<file path="config.mk">
export PLATFORM = sky130hd
export DESIGN_NAME = uart_tx_fifo
export DESIGN_NICKNAME = d
export VERILOG_FILES = /design/src/rtl/uart_tx_fifo.sv
export SDC_FILE = /design/constraint.sdc
export NUM_CORES = 1
export LEC_CHECK = 0
export CAP_MARGIN = 40
export CELL_PAD_IN_SITES_DETAIL_PLACEMENT = 0
export CELL_PAD_IN_SITES_GLOBAL_PLACEMENT = 1
export CORE_MARGIN = 3
export CORE_UTILIZATION = 25
export CTS_CLUSTER_DIAMETER = 60
export DETAILED_ROUTE_END_ITERATION = 10
export PLACE_DENSITY = 0.58
export SLEW_MARGIN = 15
export SYNTH_ARGS = -nofsm -noshare
export SYNTH_HDL_FRONTEND = slang
export SYNTH_SLANG_ARGS = --single-unit
</file>
<file path="constraint.sdc">
create_clock -name clk_i -period 6.34 [get_ports clk_i]
set_clock_uncertainty 0.2 [all_clocks]
set_input_delay 1.268 -clock clk_i [delete_from_list [all_inputs] [get_ports clk_i]]
set_output_delay 1.268 -clock clk_i [all_outputs]
set_load 0.1 [all_outputs]
</file>
<file path="src/rtl/uart_tx_fifo.sv">
// uart_tx_fifo: FIFO-buffered UART transmitter; define UART_TX_PARITY_EN to insert a parity bit
module uart_tx_fifo #(
  parameter int DATA_W = 8,
  parameter int CLKS_PER_BIT = 434,
  parameter int STOP_BITS = 1,
  parameter int FIFO_DEPTH = 4,
  parameter int PARITY_ODD = 0
) (
  input  logic                          clk_i,
  input  logic                          rst_i,
  input  logic [DATA_W-1:0]             data_i,
  input  logic                          valid_i,
  output logic                          ready_o,
  output logic                          tx_o,
  output logic                          busy_o,
  output logic [$clog2(FIFO_DEPTH):0]   level_o
);
  localparam int AW = $clog2(FIFO_DEPTH);
  localparam int CW = $clog2(CLKS_PER_BIT);
  localparam logic [AW:0] FULL = (AW+1)'(FIFO_DEPTH);
  localparam logic [CW-1:0] LAST_CLK = CW'(CLKS_PER_BIT - 1);
  localparam logic [3:0] LAST_DATA = 4'(DATA_W - 1);
  localparam logic [3:0] LAST_STOP = 4'(STOP_BITS - 1);
`ifdef UART_TX_PARITY_EN
  typedef enum logic [2:0] {IDLE, START, DATA, PARITY, STOP} state_t;
  localparam state_t AFTER_DATA = PARITY;
  logic par;
`else
  typedef enum logic [1:0] {IDLE, START, DATA, STOP} state_t;
  localparam state_t AFTER_DATA = STOP;
`endif
  logic [DATA_W-1:0] mem [FIFO_DEPTH];
  logic [AW-1:0] wr_ptr, rd_ptr;
  logic [AW:0] level_n;
  logic [CW-1:0] baud;
  logic [3:0] bit_cnt;
  logic [DATA_W-1:0] shift;
  state_t state;
  logic push, pop, bit_end, stop_done, to_idle;
  always_comb begin
    push = valid_i && ready_o;
    bit_end = baud == LAST_CLK;
    stop_done = state == STOP && bit_end && bit_cnt == LAST_STOP;
    pop = level_o != '0 && (state == IDLE || stop_done);
    to_idle = level_o == '0 && (state == IDLE || stop_done);
    level_n = (push && !pop) ? level_o + 1'b1 : (pop && !push) ? level_o - 1'b1 : level_o;
  end
  always_ff @(posedge clk_i) begin
    if (rst_i) begin
      wr_ptr <= '0;
      rd_ptr <= '0;
      level_o <= '0;
      ready_o <= 1'b1;
    end else begin
      if (push) mem[wr_ptr] <= data_i;
      if (push) wr_ptr <= wr_ptr + 1'b1;
      if (pop) rd_ptr <= rd_ptr + 1'b1;
      level_o <= level_n;
      ready_o <= level_n != FULL;
    end
  end
  always_ff @(posedge clk_i) begin
    if (rst_i) begin
      state <= IDLE;
      baud <= '0;
      bit_cnt <= '0;
      shift <= '0;
      tx_o <= 1'b1;
      busy_o <= 1'b0;
`ifdef UART_TX_PARITY_EN
      par <= 1'b0;
`endif
    end else begin
`ifdef UART_TX_PARITY_EN
      tx_o <= state == START ? 1'b0 : state == DATA ? shift[0] : state == PARITY ? par : 1'b1;
`else
      tx_o <= state == START ? 1'b0 : state == DATA ? shift[0] : 1'b1;
`endif
      busy_o <= !(to_idle && level_n == '0);
      baud <= (state == IDLE || bit_end) ? '0 : baud + 1'b1;
      if (pop) begin
        shift <= mem[rd_ptr];
`ifdef UART_TX_PARITY_EN
        par <= ^mem[rd_ptr] ^ 1'(PARITY_ODD);
`endif
        bit_cnt <= '0;
        state <= START;
      end else if (to_idle) begin
        state <= IDLE;
      end else if (bit_end) begin
        case (state)
          START: begin
            bit_cnt <= '0;
            state <= DATA;
          end
          DATA: begin
            shift <= shift >> 1;
            bit_cnt <= bit_cnt == LAST_DATA ? '0 : bit_cnt + 1'b1;
            if (bit_cnt == LAST_DATA) state <= AFTER_DATA;
          end
`ifdef UART_TX_PARITY_EN
          PARITY: begin
            bit_cnt <= '0;
            state <= STOP;
          end
`endif
          STOP: bit_cnt <= bit_cnt + 1'b1;
          default: state <= IDLE;
        endcase
      end
    end
  end
endmodule

</file>
==> impl_results.md <==
- Post-synth top area share: roughly a third
- Sw power: 539.8 uW
- Post-synth top area cell: edfxtp_1
- First-pass GRT wire length: 9273 um
- Synthesized area: 3035 um2
- I/O pins: 17
- Root buf cell: clkbuf_16
- Worst min-delay path class: reg2reg
- Tot Pwr: 1.563 mW
- Final min period: 2967 ps
- Slowest cell on crit path: clkdlybuf4s50_1
- Met2 WL: ~2500 um
- Sequential area share after synthesis: between 50% and 60%
- Simple-gate area share of the yosys netlist: 14.47%
- Measured slew at the worst slew-check pin: 719.9 ps
- Status: completed
- Switching Fraction: 34.54%
- Antenna Cells: 0
- GRT Total Usage: just under 9%
- Largest net degree at the start of global routing: 25
- Fin crit share: 46.80%
- WL/cell: about 13 um
- Setup violators final: 0
- Synthesized flop and latch total: 67
- HPWL after DPL: 3937 um
- Final #Nets: ~290
- Unique masters post-synth: 49
- Initial antenna violation count: 0
- Rel. slew slack: 51.91%
- Slew Limit Fails: 0
- Worst IR drop on VDD: 227.9 uV
- Final ANT Viol Nets: 0
- Largest family of logic cells by synthesized area: simple AND/OR/NAND/NOR gates
- Critical Path Max Stage Delay: 550 ps
- PostCTS Resize Cnt: 0
- CP cell instances: clkdlybuf4s50_1 > buf_8
- Number of global-route vias before repair: 1824
- Synth Area in Compound Gates: 8.821%
- Post-synth ARST share: 0%
- Die Area: 13500 um2
- RSZ-0062 raised after global routing: false
- Finished Core Util: 32.02%
- Skew-Pair Late Insertion Delay: around 320 ps
- TNS Setup: 0 ps
- Crit path max fanout: 5
- CTS Hold Bufs: 0
- Crit path kind: reg2out
- Highest achievable clock rate: 337.1 MHz
- Net Count, Synth: 268
- Die Height: 116.2 um
- Synth Instances: 242
- Initial core utilization: about a quarter
- DRC viols: 0
- Synth-to-layout area growth: 23.04%
- Fin. Hold Viols: 0
- Setup bufs post-CTS: 0
- Worst Path Required: 4870 ps
- TritonCTS clock tree: built
- Routability Congestion: ~0.75
- Worst Setup End Kind: output pin
- CTS buffer count: 9
- Maxcap violations: 0
- Drt pass-1 iters: 4
- CTS Buffer Depth: 2
- Comb power frac: 31.3%
- Clk sinks: 67
- Row Count: 39
- Layout cell share with drive strength beyond 1: 17.95%
- Data arrival, critical path: 1500 ps
- I/O Buffers: 16
- Die Span X: 116.2 um
- Routed wl met3: 137 um
- Pint: 1.023 mW
- Crit start category: flip-flop
- H-Tree Depth: 3
- Sum of routed wire segments on met1: 2771 um
- Via count: 1842
- Total power divided by cell area: around 420 nW/um2
- Fillers: 1142
- Static Leakage: 1.285 nW
- Clock slew at reported path FFs: around 60 ps
- Routed WL: between 5000 and 6000 um
- Post-synth top cells: dfxtp_1, edfxtp_1, nor2_1
- Vias/cell: 4.428
- Avg Inst Size Synth: 12.54 um2
- Clock share of power: around a third
- Main flop type after synthesis: dfxtp_1
- Most common cell in the netlist: dfxtp_1
- Area contributors post-synth: edfxtp_1, dfxtp_1, ha_1, mux4_2, nor2_1
- Top Metal Used: met4
- Synthesis Warnings: 0
- Synth Area in Adders: between 6 and 7%
- Total gr overflow: 0
- Flop pwr share: between 30% and 40%
- Post-synth EDFFs: 32
- Core ar.: 11660 um2
- Initial DRC count: 85
- Synth Area in XOR/XNOR: ~3.5%
- Mux cell area share after synthesis: 9.316%
-- kinds of logic (layout without fill, tap and decap cells) --
family	Yosys count	after routing
and+or+nand+nor	77	77
DFF	67	67
AOI/OAI and AO/OA	33	33
buffers and inverters	20	51
muxes	18	18
adders and majority gates	15	15
xor gates and xnor gates	12	12
-- cells in the final DEF (no fill, tap or decap), types with 5 or more instances in the layout --
| master | netlist | final |
|---|---|---|
| xnor2_1 | 9 | 9 |
| a211oi_1 | 7 | 7 |
| edfxtp_1 | 32 | 32 |
| mux2i_1 | 8 | 8 |
| clkbuf_16 | 0 | 9 |
| nand2_1 | 9 | 9 |
| buf_8 | 0 | 6 |
| nand3_1 | 5 | 5 |
| mux4_2 | 8 | 8 |
| dfxtp_1 | 35 | 35 |
| clkdlybuf4s50_1 | 0 | 16 |
| inv_1 | 12 | 12 |
| nor3_1 | 5 | 5 |
| a21oi_1 | 9 | 9 |
| nor2_1 | 30 | 30 |
| o21ai_0 | 5 | 5 |
| ha_1 | 15 | 15 |
| and3_1 | 6 | 6 |
-- metal layers --
| layer | vias up | GRT usage [%] |
|---|---|---|
| li1 | 935 | - |
| met1 | 880 | 12.33 |
| met2 | 19 | 13.31 |
| met3 | 8 | 2.021 |
| met4 | 0 | 4.176 |
| met5 | - | 0 |
-- per-stage QoR --
stage,cell area [um2],std cells,worst slack (ps),hold WS (ps)
final,3735,416,3373,276.8
after global placement,3336,394,3211,267.1
after floorplan,3035,242,3505,244.5
after global routing,3735,416,3308,303.1
after CTS,3735,416,3340,283.9
after detailed placement,3426,400,3184,268.6
-- power groups by stage --
stage          Sequential (mW)  Combinational [mW]  Clock [mW]
3_5_place_dp             0.574               0.494           0
5_1_grt                  0.572               0.535       0.547
6_report                 0.561               0.490       0.512
4_1_cts                  0.564               0.496       0.527
2_1_floorplan            0.641               0.294           0
3_3_place_gp             0.575               0.456           0
-- sequential cells by signal, summed over array words and instances (netlist names), named ones only --
register,cells
bit_cnt,4
level_o,3
baud,9
shift,8
busy_o,1
rd_ptr,2
tx_o,1
state,2
ready_o,1
mem,32
wr_ptr,2
-- worst paths after layout --
check                           slack, ps                  to  cells past startpoint                  start
worst max register to register       4040   busy_o$_SDFF_PP0_                      6     baud[0]$_SDFF_PP0_
worst min-delay path                  280  baud[0]$_SDFF_PP0_                      1     baud[0]$_SDFF_PP0_
worst min register to register        280  baud[0]$_SDFF_PP0_                      1     baud[0]$_SDFF_PP0_
worst max-delay path                 3370          level_o[0]                      2  level_o[0]$_SDFF_PP0_
-- critical path, delay by kind of cell, from the launching register on --
family   cells  cell delay [ps]
buf+inv      2              750
flops        1              420
-- cell type report --
| class | instances | area (um2) | area share [%] |
|---|---|---|---|
| clock buffers | 9 | 225.2 | 6.030 |
| clock inverters | 7 | 83.83 | 2.245 |
| inverters | 12 | 45.04 | 1.206 |
| multi-input cells | 155 | 1282 | 34.34 |
| flip-flops and latches | 67 | 1662 | 44.49 |
| well taps | 143 | 178.9 | 4.791 |
| repair buffers | 23 | 257.7 | 6.901 |
No activity file was read; power rests on OpenSTA's default activity.
